**src/rtl/ebpc_pkg.sv**
```systemverilog
// Shared EBPC definitions: stream widths and the decoder arbiter's state encoding.
package ebpc_pkg;

    localparam int unsigned LOG_MAX_WORDS = 24;
    localparam int unsigned DEC_ARB_LEN_W = 16;

    typedef enum logic {
        IDLE,
        ACTIVE
    } dec_arb_state_e;

endpackage

```
**src/rtl/ebpc_decoder_arb_if.sv**
```systemverilog
// Requester-side and decoder-side stream bundle of the shared decoder arbiter.
interface ebpc_decoder_arb_if
    import ebpc_pkg::*;
#(
    parameter int unsigned N_REQ  = 2,
    parameter int unsigned DATA_W = 8,
    parameter int unsigned NW_W   = LOG_MAX_WORDS,
    parameter int unsigned LEN_W  = DEC_ARB_LEN_W
);
    localparam int unsigned ID_W = (N_REQ > 1) ? $clog2(N_REQ) : 1;

    logic [N_REQ-1:0]             req_i;
    logic [N_REQ-1:0][LEN_W-1:0]  job_len_i;
    logic [N_REQ-1:0]             gnt_o;
    logic [N_REQ-1:0]             done_o;

    logic [N_REQ-1:0][NW_W-1:0]   num_words_i;
    logic [N_REQ-1:0]             num_words_vld_i;
    logic [N_REQ-1:0]             num_words_rdy_o;
    logic [N_REQ-1:0][DATA_W-1:0] bpc_i;
    logic [N_REQ-1:0]             bpc_vld_i;
    logic [N_REQ-1:0]             bpc_rdy_o;
    logic [N_REQ-1:0][DATA_W-1:0] znz_i;
    logic [N_REQ-1:0]             znz_vld_i;
    logic [N_REQ-1:0]             znz_rdy_o;

    logic [DATA_W-1:0]            data_o;
    logic [N_REQ-1:0]             vld_o;
    logic [N_REQ-1:0]             rdy_i;

    logic [NW_W-1:0]              dec_num_words_o;
    logic                         dec_num_words_vld_o;
    logic                         dec_num_words_rdy_i;
    logic [DATA_W-1:0]            dec_bpc_o;
    logic                         dec_bpc_vld_o;
    logic                         dec_bpc_rdy_i;
    logic [DATA_W-1:0]            dec_znz_o;
    logic                         dec_znz_vld_o;
    logic                         dec_znz_rdy_i;
    logic [DATA_W-1:0]            dec_data_i;
    logic                         dec_vld_i;
    logic                         dec_rdy_o;

    logic                         busy_o;
    logic [ID_W-1:0]              cur_id_o;

    modport slave (
        input  req_i, job_len_i,
        input  num_words_i, num_words_vld_i, bpc_i, bpc_vld_i, znz_i, znz_vld_i,
        input  rdy_i,
        input  dec_num_words_rdy_i, dec_bpc_rdy_i, dec_znz_rdy_i, dec_data_i, dec_vld_i,
        output gnt_o, done_o,
        output num_words_rdy_o, bpc_rdy_o, znz_rdy_o,
        output data_o, vld_o,
        output dec_num_words_o, dec_num_words_vld_o, dec_bpc_o, dec_bpc_vld_o,
        output dec_znz_o, dec_znz_vld_o, dec_rdy_o,
        output busy_o, cur_id_o
    );

    modport master (
        output req_i, job_len_i,
        output num_words_i, num_words_vld_i, bpc_i, bpc_vld_i, znz_i, znz_vld_i,
        output rdy_i,
        output dec_num_words_rdy_i, dec_bpc_rdy_i, dec_znz_rdy_i, dec_data_i, dec_vld_i,
        input  gnt_o, done_o,
        input  num_words_rdy_o, bpc_rdy_o, znz_rdy_o,
        input  data_o, vld_o,
        input  dec_num_words_o, dec_num_words_vld_o, dec_bpc_o, dec_bpc_vld_o,
        input  dec_znz_o, dec_znz_vld_o, dec_rdy_o,
        input  busy_o, cur_id_o
    );

endinterface

```
**src/rtl/rr_pick.sv**
```systemverilog
// Round-robin picker: first set request at or after ptr_i, wrapping around.
module rr_pick #(
    parameter  int unsigned N_REQ = 2,
    localparam int unsigned ID_W  = (N_REQ > 1) ? $clog2(N_REQ) : 1
) (
    input  logic [N_REQ-1:0] req_i,
    input  logic [ID_W-1:0]  ptr_i,
    output logic [N_REQ-1:0] gnt_o,
    output logic [ID_W-1:0]  idx_o,
    output logic             any_o
);

    // Rotating a doubled copy puts requester ptr_i at bit 0.
    logic [N_REQ-1:0] req_rot;
    assign req_rot = N_REQ'({req_i, req_i} >> ptr_i);

    always_comb begin
        gnt_o = '0;
        idx_o = '0;
        any_o = 1'b0;
        for (int unsigned k = 0; k < N_REQ; k++) begin
            if (!any_o && req_rot[k]) begin
                any_o = 1'b1;
                idx_o = ID_W'((32'(ptr_i) + k) % N_REQ);
            end
        end
        for (int unsigned i = 0; i < N_REQ; i++) begin
            gnt_o[i] = any_o && (idx_o == ID_W'(i));
        end
    end

endmodule

```
**src/rtl/ebpc_decoder_arb.sv**
```systemverilog
// Shares one EBPC decoder between N_REQ requesters, one whole job at a time,
// with round-robin selection and zero-latency stream routing while a job runs.
module ebpc_decoder_arb
    import ebpc_pkg::*;
#(
    parameter int unsigned N_REQ  = 2,
    parameter int unsigned DATA_W = 8,
    parameter int unsigned NW_W   = LOG_MAX_WORDS,
    parameter int unsigned LEN_W  = DEC_ARB_LEN_W
) (
    input logic                 clk_i,
    input logic                 rst_i,
    ebpc_decoder_arb_if.slave   bus
);

    localparam int unsigned ID_W = (N_REQ > 1) ? $clog2(N_REQ) : 1;

    dec_arb_state_e   state_q, state_d;
    logic [ID_W-1:0]  id_q, id_d;
    logic [ID_W-1:0]  ptr_q, ptr_d;
    logic [LEN_W-1:0] len_q, len_d;
    logic [LEN_W-1:0] cnt_q, cnt_d;

    logic [N_REQ-1:0] pick_gnt;
    logic [ID_W-1:0]  pick_idx;
    logic             pick_any;
    logic [LEN_W-1:0] pick_len;

    logic             active, route, hs, last;
    logic [NW_W-1:0]  nw_sel;
    logic [DATA_W-1:0] bpc_sel, znz_sel;

    rr_pick #(
        .N_REQ (N_REQ)
    ) u_pick (
        .req_i (bus.req_i),
        .ptr_i (ptr_q),
        .gnt_o (pick_gnt),
        .idx_o (pick_idx),
        .any_o (pick_any)
    );

    always_comb begin
        pick_len = '0;
        for (int unsigned i = 0; i < N_REQ; i++) begin
            if (pick_gnt[i]) pick_len |= bus.job_len_i[i];
        end
    end

    // A zero-length job holds the grant for one cycle but never opens the streams.
    assign active = (state_q == ACTIVE);
    assign route  = active && (len_q != '0);
    assign hs     = route && bus.dec_vld_i && bus.rdy_i[id_q];

    always_ff @(posedge clk_i or posedge rst_i) begin
        if (rst_i) begin
            state_q <= IDLE;
            id_q    <= '0;
            ptr_q   <= '0;
            len_q   <= '0;
            cnt_q   <= '0;
        end else begin
            state_q <= state_d;
            id_q    <= id_d;
            ptr_q   <= ptr_d;
            len_q   <= len_d;
            cnt_q   <= cnt_d;
        end
    end

    always_comb begin
        state_d = state_q;
        id_d    = id_q;
        ptr_d   = ptr_q;
        len_d   = len_q;
        cnt_d   = cnt_q;
        last    = 1'b0;
        unique case (state_q)
            IDLE: begin
                if (pick_any) begin
                    state_d = ACTIVE;
                    id_d    = pick_idx;
                    len_d   = pick_len;
                    cnt_d   = '0;
                end
            end
            ACTIVE: begin
                if (len_q == '0) begin
                    last = 1'b1;
                end else if (hs) begin
                    cnt_d = cnt_q + LEN_W'(1);
                    last  = (cnt_q == len_q - LEN_W'(1));
                end
                if (last) begin
                    state_d = IDLE;
                    ptr_d   = (id_q == ID_W'(N_REQ - 1)) ? '0 : id_q + ID_W'(1);
                end
            end
            default: state_d = IDLE;
        endcase
    end

    always_comb begin
        bus.gnt_o           = '0;
        bus.done_o          = '0;
        bus.vld_o           = '0;
        bus.num_words_rdy_o = '0;
        bus.bpc_rdy_o       = '0;
        bus.znz_rdy_o       = '0;
        for (int unsigned i = 0; i < N_REQ; i++) begin
            if (active && (id_q == ID_W'(i))) begin
                bus.gnt_o[i]           = 1'b1;
                bus.done_o[i]          = last;
                bus.vld_o[i]           = route && bus.dec_vld_i;
                bus.num_words_rdy_o[i] = route && bus.dec_num_words_rdy_i;
                bus.bpc_rdy_o[i]       = route && bus.dec_bpc_rdy_i;
                bus.znz_rdy_o[i]       = route && bus.dec_znz_rdy_i;
            end
        end
    end

    assign nw_sel  = bus.num_words_i[id_q];
    assign bpc_sel = bus.bpc_i[id_q];
    assign znz_sel = bus.znz_i[id_q];

    assign bus.dec_num_words_o     = route ? nw_sel : '0;
    assign bus.dec_num_words_vld_o = route && bus.num_words_vld_i[id_q];
    assign bus.dec_bpc_o           = route ? bpc_sel : '0;
    assign bus.dec_bpc_vld_o       = route && bus.bpc_vld_i[id_q];
    assign bus.dec_znz_o           = route ? znz_sel : '0;
    assign bus.dec_znz_vld_o       = route && bus.znz_vld_i[id_q];
    assign bus.data_o              = route ? bus.dec_data_i : '0;
    assign bus.dec_rdy_o           = route && bus.rdy_i[id_q];
    assign bus.busy_o              = active;
    assign bus.cur_id_o            = active ? id_q : '0;

endmodule

```
**src/flat_wrapper.sv**
```systemverilog
// flat-port wrapper written by rule: the top's interface ports become plain ports
module ebpc_decoder_arb_flat import ebpc_pkg::*;
#(
    parameter int unsigned N_REQ  = 2,
    parameter int unsigned DATA_W = 8,
    parameter int unsigned NW_W   = LOG_MAX_WORDS,
    parameter int unsigned LEN_W  = DEC_ARB_LEN_W
)
  (clk_i, rst_i, bus_req_i, bus_job_len_i, bus_num_words_i, bus_num_words_vld_i, bus_bpc_i, bus_bpc_vld_i, bus_znz_i, bus_znz_vld_i, bus_rdy_i, bus_dec_num_words_rdy_i, bus_dec_bpc_rdy_i, bus_dec_znz_rdy_i, bus_dec_data_i, bus_dec_vld_i, bus_gnt_o, bus_done_o, bus_num_words_rdy_o, bus_bpc_rdy_o, bus_znz_rdy_o, bus_data_o, bus_vld_o, bus_dec_num_words_o, bus_dec_num_words_vld_o, bus_dec_bpc_o, bus_dec_bpc_vld_o, bus_dec_znz_o, bus_dec_znz_vld_o, bus_dec_rdy_o, bus_busy_o, bus_cur_id_o);
  ebpc_decoder_arb_if #(.N_REQ(N_REQ), .DATA_W(DATA_W), .NW_W(NW_W), .LEN_W(LEN_W)) bus_i ();
  input logic clk_i;
  input logic rst_i;
  input wire logic [$bits(bus_i.req_i)-1:0] bus_req_i;
  input wire logic [$bits(bus_i.job_len_i)-1:0] bus_job_len_i;
  input wire logic [$bits(bus_i.num_words_i)-1:0] bus_num_words_i;
  input wire logic [$bits(bus_i.num_words_vld_i)-1:0] bus_num_words_vld_i;
  input wire logic [$bits(bus_i.bpc_i)-1:0] bus_bpc_i;
  input wire logic [$bits(bus_i.bpc_vld_i)-1:0] bus_bpc_vld_i;
  input wire logic [$bits(bus_i.znz_i)-1:0] bus_znz_i;
  input wire logic [$bits(bus_i.znz_vld_i)-1:0] bus_znz_vld_i;
  input wire logic [$bits(bus_i.rdy_i)-1:0] bus_rdy_i;
  input wire logic [$bits(bus_i.dec_num_words_rdy_i)-1:0] bus_dec_num_words_rdy_i;
  input wire logic [$bits(bus_i.dec_bpc_rdy_i)-1:0] bus_dec_bpc_rdy_i;
  input wire logic [$bits(bus_i.dec_znz_rdy_i)-1:0] bus_dec_znz_rdy_i;
  input wire logic [$bits(bus_i.dec_data_i)-1:0] bus_dec_data_i;
  input wire logic [$bits(bus_i.dec_vld_i)-1:0] bus_dec_vld_i;
  output wire logic [$bits(bus_i.gnt_o)-1:0] bus_gnt_o;
  output wire logic [$bits(bus_i.done_o)-1:0] bus_done_o;
  output wire logic [$bits(bus_i.num_words_rdy_o)-1:0] bus_num_words_rdy_o;
  output wire logic [$bits(bus_i.bpc_rdy_o)-1:0] bus_bpc_rdy_o;
  output wire logic [$bits(bus_i.znz_rdy_o)-1:0] bus_znz_rdy_o;
  output wire logic [$bits(bus_i.data_o)-1:0] bus_data_o;
  output wire logic [$bits(bus_i.vld_o)-1:0] bus_vld_o;
  output wire logic [$bits(bus_i.dec_num_words_o)-1:0] bus_dec_num_words_o;
  output wire logic [$bits(bus_i.dec_num_words_vld_o)-1:0] bus_dec_num_words_vld_o;
  output wire logic [$bits(bus_i.dec_bpc_o)-1:0] bus_dec_bpc_o;
  output wire logic [$bits(bus_i.dec_bpc_vld_o)-1:0] bus_dec_bpc_vld_o;
  output wire logic [$bits(bus_i.dec_znz_o)-1:0] bus_dec_znz_o;
  output wire logic [$bits(bus_i.dec_znz_vld_o)-1:0] bus_dec_znz_vld_o;
  output wire logic [$bits(bus_i.dec_rdy_o)-1:0] bus_dec_rdy_o;
  output wire logic [$bits(bus_i.busy_o)-1:0] bus_busy_o;
  output wire logic [$bits(bus_i.cur_id_o)-1:0] bus_cur_id_o;
  assign bus_i.req_i = bus_req_i;
  assign bus_i.job_len_i = bus_job_len_i;
  assign bus_i.num_words_i = bus_num_words_i;
  assign bus_i.num_words_vld_i = bus_num_words_vld_i;
  assign bus_i.bpc_i = bus_bpc_i;
  assign bus_i.bpc_vld_i = bus_bpc_vld_i;
  assign bus_i.znz_i = bus_znz_i;
  assign bus_i.znz_vld_i = bus_znz_vld_i;
  assign bus_i.rdy_i = bus_rdy_i;
  assign bus_i.dec_num_words_rdy_i = bus_dec_num_words_rdy_i;
  assign bus_i.dec_bpc_rdy_i = bus_dec_bpc_rdy_i;
  assign bus_i.dec_znz_rdy_i = bus_dec_znz_rdy_i;
  assign bus_i.dec_data_i = bus_dec_data_i;
  assign bus_i.dec_vld_i = bus_dec_vld_i;
  assign bus_gnt_o = bus_i.gnt_o;
  assign bus_done_o = bus_i.done_o;
  assign bus_num_words_rdy_o = bus_i.num_words_rdy_o;
  assign bus_bpc_rdy_o = bus_i.bpc_rdy_o;
  assign bus_znz_rdy_o = bus_i.znz_rdy_o;
  assign bus_data_o = bus_i.data_o;
  assign bus_vld_o = bus_i.vld_o;
  assign bus_dec_num_words_o = bus_i.dec_num_words_o;
  assign bus_dec_num_words_vld_o = bus_i.dec_num_words_vld_o;
  assign bus_dec_bpc_o = bus_i.dec_bpc_o;
  assign bus_dec_bpc_vld_o = bus_i.dec_bpc_vld_o;
  assign bus_dec_znz_o = bus_i.dec_znz_o;
  assign bus_dec_znz_vld_o = bus_i.dec_znz_vld_o;
  assign bus_dec_rdy_o = bus_i.dec_rdy_o;
  assign bus_busy_o = bus_i.busy_o;
  assign bus_cur_id_o = bus_i.cur_id_o;
  ebpc_decoder_arb #(.N_REQ(N_REQ), .DATA_W(DATA_W), .NW_W(NW_W), .LEN_W(LEN_W)) u_core (.clk_i(clk_i), .rst_i(rst_i), .bus(bus_i));
endmodule
```
**config.mk**
```make
export PLATFORM = sky130hd
export DESIGN_NAME = ebpc_decoder_arb_flat
export DESIGN_NICKNAME = d
export VERILOG_FILES = /design/src/rtl/ebpc_pkg.sv /design/src/rtl/ebpc_decoder_arb_if.sv /design/src/rtl/rr_pick.sv /design/src/rtl/ebpc_decoder_arb.sv /design/src/flat_wrapper.sv
export SDC_FILE = /design/constraint.sdc
export NUM_CORES = 1
export LEC_CHECK = 0
export ABC_AREA = 0
export BUFFER_PORTS_ARGS = -buffer_cell sky130_fd_sc_hd__clkbuf_2
export CORE_MARGIN = 2
export CORE_UTILIZATION = 30
export CTS_CLUSTER_DIAMETER = 40
export CTS_CLUSTER_SIZE = 16
export DETAILED_ROUTE_END_ITERATION = 8
export GPL_TIMING_DRIVEN = 0
export RECOVER_POWER = 25
export SLEW_MARGIN = 0
export SYNTH_ARGS = -nofsm -noshare
export SYNTH_HDL_FRONTEND = slang
export SYNTH_HIERARCHICAL = 1
export SYNTH_SLANG_ARGS = --single-unit
```
**constraint.sdc**
```tcl
create_clock -name clk_i -period 3.9 [get_ports clk_i]
set_input_delay 0.585 -clock clk_i [delete_from_list [all_inputs] [get_ports clk_i]]
set_output_delay 0.585 -clock clk_i [all_outputs]
set_load 0.02 [all_outputs]
```
Yosys cells after proc, flatten, opt, wreduce, memory -nomap -nowiden
Cells that the tools add are included.
{"block": "word_totals", "regBits": 35}
{"block": "classes", "add_sub_neg": 4, "order_cmp": 1, "n_eq_ne": 4, "shift": 1, "muxes": 49, "bitwise": 4, "reduce_logical": 21}
{"cell": "16-bit two-way mux", "count": 5}
{"cell": "24-bit two-way mux", "count": 3}
{"cell": "8-bit two-way mux", "count": 7}
{"cell": "1-bit two-way mux", "count": 32}
{"cell": "16-bit one-hot mux with 2 select lines", "count": 1}
{"cell": "16-bit by 1-bit adder with 16-bit output, second input constant", "count": 1}
{"cell": "16-bit == test", "count": 1}
{"cell": "16-bit zero test", "count": 1}
{"cell": "16-bit OR", "count": 1}
{"cell": "16-bit nonzero test", "count": 1}
{"cell": "16-bit by 1-bit subtractor with 16-bit output, second input constant", "count": 1}
{"cell": "1-bit logical AND", "count": 15}
{"cell": "2-bit inequality test, second input constant", "count": 2}
{"cell": "2-bit AND reduction", "count": 2}
{"cell": "4-bit by 1-bit >> shifter with 2-bit output", "count": 1}
{"cell": "1-bit NOT", "count": 3}
{"cell": "3-bit AND reduction", "count": 1}
{"cell": "1-bit adder, second input constant", "count": 2}
{"cell": "1-bit by 2-bit < comparator with 1-bit output, second input constant", "count": 1}
{"cell": "2-bit by 1-bit inequality test with 1-bit output, second input constant", "count": 1}
{"cell": "1-bit one-hot mux with 2 select lines", "count": 1}
{"cell": "1-bit zero test", "count": 1}

Logic depth before layout (Yosys ltp)
{"block": "logic_depth", "depth_word": 10, "mapped_depth": 9, "ltp_nobuf": 8}

Modules after synthesis
The synthesis kept the hierarchy.
{"module": "ebpc_decoder_arb", "instances": 1, "cells_each": 378, "area_per_inst_um2": 3091.7}
{"module": "rr_pick", "instances": 1, "cells_each": 5, "area_per_inst_um2": 32.5}

Worst setup path after synthesis
OpenSTA, ideal clock, no wires.
{"block": "synth_path", "path_type": "flip-flop to output port", "startpoint": "reg u_core.len_q[0]", "endpoint": "out bus_done_o[1]", "arrival_ps": 2440, "required_time_ps": 3315, "path_slack_ps": 875, "stages_incl_launch_ff": 10, "path_buffers": 1, "cell_sequence": "dfrtp_1 -> inv_1 -> ha_1 -> or3b_1 -> buf_2 -> o41ai_1 -> o32ai_1 -> o21ai_2 -> nand3_1 -> a21boi_0"}
{"block": "synth_via", "elab_chain_len": 9, "word_cells_on_any_way": 12}
{"element": "from (decl)", "line_no": "ebpc_decoder_arb.sv:21", "text": "logic [LEN_W-1:0] len_q, len_d;"}
{"element": "from (signal assigned)", "line_no": "ebpc_decoder_arb.sv:66", "text": "len_q <= len_d;"}
{"element": "parallel branches: the longest is 5 deep, another holds 16-bit by 1-bit subtractor with 16-bit output"}
{"element": "1-bit two-way mux (*)", "line_no": "ebpc_decoder_arb.sv:88", "text": "if (len_q == '0) begin"}
{"element": "1-bit two-way mux (*) (2 in a row)", "line_no": "ebpc_decoder_arb.sv:78", "text": "unique case (state_q)"}
{"element": "1-bit two-way mux (*)", "line_no": "ebpc_decoder_arb.sv:111", "text": "if (active && (id_q == ID_W'(i))) begin"}
{"element": "to (decl)", "line_no": "flat_wrapper.sv:28", "text": "output wire logic [$bits(bus_i.done_o)-1:0] bus_done_o;"}
Every way passes the cells marked *. The select of a mux whose other input is x is not followed.

Worst setup path in the final report
{"block": "layout_path", "startpoint": "reg u_core.len_q[0]", "endpoint": "out bus_done_o[0]"}
The elaborated chain is that of the path after synthesis.

==> impl_metrics.env <==
export IMPL_rows=37
export IMPL_cts_sink_count=35
export IMPL_grt_pass1_wl_mm=17.1
export IMPL_seq_area_um2=876
export IMPL_finClkSkew_ps=6.90
export IMPL_syn2layout_area_growth_pct=41.1
export IMPL_synth_flop_cell="dfrtp_1"
export IMPL_wl_mm=10.9
export IMPL_ff2ff_path_depth=9
export IMPL_vias=3595
export IMPL_die_h_um=106
export IMPL_p_clk_share_pct=16.0
export IMPL_ys_async_sr_fraction_pct=100
export IMPL_cts_tree="done"
export IMPL_finalCritPeriodShare_pct=91.3
export IMPL_grt_antenna_before_repair=1
export IMPL_yosysSeqAreaShare_pct=28.0
export IMPL_grt_usage_pct=18.9
export IMPL_drive_gt1_share_pct=38.3
export IMPL_internal_power_mw=1.04
export IMPL_drv_cap=0
export IMPL_timing_final_crit_period_ps=3560
export IMPL_criticalPathCategory="reg -> out"
export IMPL_max_slew_margin_pct=28.3
export IMPL_yosysWarnings=6
export IMPL_finalSetupTns_ps=0
export IMPL_report_final_setup_viol=0
export IMPL_place_area_um2=4330
export IMPL_switching_share_pct=44.3
export IMPL_routed_via_density=4.93
export IMPL_synth_nets=522
export IMPL_dpl_hpwl_mm=9.24
export IMPL_boundaryPins=202
export IMPL_synth_edf_count=0
export IMPL_cts_setup_buffers=0
export IMPL_drtIter0Drc=166
export IMPL_comb_power_share_pct=54.4
export IMPL_power_density_nw_per_um2=422
export IMPL_n_fill_cell=1040
export IMPL_cts_root_buf="clkbuf_8"
export IMPL_first_pass_iters=4
export IMPL_cp_max_fo=6
export IMPL_ctsResizeCount=0
export IMPL_p_sw_mw=0.824
export IMPL_cts_made_buffers=5
export IMPL_cellLeakagePower_nw=2.22
export IMPL_syn_inst=383
export IMPL_ant_nets=0
export IMPL_die_w_um=106
export IMPL_syn_area_per_cell_um2=8.16
export IMPL_hold_viol=0
export IMPL_timing_rr_start="u_core/len_q[0]"
export IMPL_coreArea_um2=10200
export IMPL_arrival_ps=2970
export IMPL_final_cell_count_no_fill=729
export IMPL_path_clk_slew_ps=70
export IMPL_synth_cell_area_um2=3120
export IMPL_fmax_ghz=0.281
export IMPL_endpoint_kind="output port"
export IMPL_drc_errors=0
export IMPL_min_path_type="in -> async"
export IMPL_fin_nets=731
export IMPL_grt_ovfl_total=0
export IMPL_n_antenna_cell=0
export IMPL_rsz0062_at_grt="false"
export IMPL_h_tree_depth=2
export IMPL_finalPower_mw=1.86
export IMPL_finalInstanceArea_um2=4410
export IMPL_critPathLaunch="u_core/len_q[0]"
export IMPL_power_ir_vdd_worst_mv=0.203
export IMPL_grt_max_degree=20
export IMPL_cp_data_required_time_ps=3310
export IMPL_multiInputGateArea_um2=2060
export IMPL_dp_cells=721
export IMPL_synth_distinct_cells=52
export IMPL_cts_buffer_depth=2
export IMPL_routabilityCongestion=0.863
export IMPL_status="finished, final reports clean"
export IMPL_cts_hold_buf=0
export IMPL_die_area_um2=11200
export IMPL_wire_per_inst_um=14.9
export IMPL_cp_start_kind="flop"
export IMPL_portBuffers=201
export IMPL_initial_utilization_pct=30.5
export IMPL_synth_seq_cells=35
export IMPL_grt_pass1_vias=3454
export IMPL_clk_latency_ps=290
export IMPL_seqPwrFrac_pct=29.7
export IMPL_worst_slew_pin_slew_ps=1080
export IMPL_drv_slew=0
==> layer usage <==
layer / GRT usage (%) / wire, um
met3: 4.23 / 632
met5: 0 / 9
met1: 26.6 / 5130
met2: 28.5 / 4830
met4: 6.67 / 285
==> cells in the mapped netlist, types with 7 or more instances <==
cell type | n | area, um^2
a21oi_1 | 23 | 115
a22oi_1 | 13 | 97.6
and3_1 | 16 | 100
clkbuf_1 | 19 | 71.3
dfrtp_1 | 35 | 876
inv_1 | 7 | 26.3
mux2i_1 | 44 | 440
nand2_1 | 14 | 52.6
nand3_1 | 8 | 40.0
nand4_1 | 8 | 50.1
nor2_1 | 73 | 274
nor3_1 | 10 | 50.1
nor4_1 | 7 | 43.8
or3_1 | 7 | 43.8
xnor2_1 | 19 | 166
xor2_1 | 12 | 105
==> power by group through the flow <==
stage / Clock, mW / Combinational, mW / Sequential (mW)
after floorplan: 0 / 0.724 / 0.525
after global placement: 0 / 0.998 / 0.553
after detailed placement: 0 / 1.02 / 0.556
after CTS: 0.305 / 1.02 / 0.549
after global routing: 0.319 / 1.10 / 0.562
final: 0.297 / 1.01 / 0.552
==> flip-flops by register name (all words and copies together), names as in the netlist <==
| signal | flops |
|---|---|
| u_core/bus.busy_o | 1 |
| u_core/ptr_q | 1 |
| u_core/id_q | 1 |
| u_core/cnt_q | 16 |
| u_core/len_q | 16 |
==> final cells by class <==
type | instances | area share [%]
plain buffers | 33 | 3.63
clock buffers | 7 | 2.19
clock inverters | 1 | 0.170
inverters | 7 | 0.596
multi-input cells | 308 | 46.8
flip-flops and latches | 35 | 19.9
well taps | 136 | 3.86
repair buffers | 202 | 22.9
==> final timing paths <==
path	slack (ps)	endpoint
max in group asynchronous	2130	u_core/cnt_q[2]
setup / recovery	340	bus_done_o[0]
hold reg to reg	610	u_core/len_q[13]
setup reg to reg	1250	u_core/ptr_q
min in group clk_i	580	u_core/len_q[0]
hold / removal	360	u_core/len_q[15]
==> layout by cell type, fill, tap and decap left out, types with 2 or more instances in the layout <==
cell type and n:
nand2_1 14, buf_6 3, a221oi_1 3, clkbuf_2 201, nand4_1 8, mux2i_1 44
nor3b_1 4, a22oi_1 13, nor2_1 73, buf_4 2, dfrtp_1 35, xnor2_1 19
and3_1 16, and2_1 2, nor3_1 10, inv_1 7, nand3_1 8, buf_2 5
and4_1 2, clkbuf_8 7, ha_1 3, a21boi_0 4, or3_1 7, xor2_1 12
nor4_1 7, nand4b_1 3, clkbuf_1 20, a21oi_1 23, mux2_2 2, nor4b_1 4
buf_1 4, o21ai_0 5
==> critical path: stages, from the launching register on <==
cell and delay [ps]:
dfrtp_1 440, inv_1 130, ha_1 240, or3b_1 370
buf_2 170, o41ai_1 330, o32ai_1 150, o21ai_2 220
nand3_1 200, a21oi_1 190, clkbuf_2 220
==> metrics by stage <==
step                      setup slack (ps)  utilization [%]  hold slack (ps)
final                                  341             43.1              363
after global routing                   109             43.1              434
after CTS                              337             43.3              423
after detailed placement               657             42.3              586
after global placement                 733             42.0              588
after floorplan                        875                -              529
==> kinds of logic (layout without fill, tap and decap cells) <==
kind of cell    count (synthesis)  after routing  share of synthesized area (%)
buf+inv                        40            250                           5.97
simple gates                  167            167                           27.2
compound gates                 60             60                           13.4
xor+xnor                       32             32                           9.45
flops                          35             35                           28.0
mux                            46             46                           14.8
fa+ha+maj                       3              3                           1.20
Power figures use the tool's default switching activity.
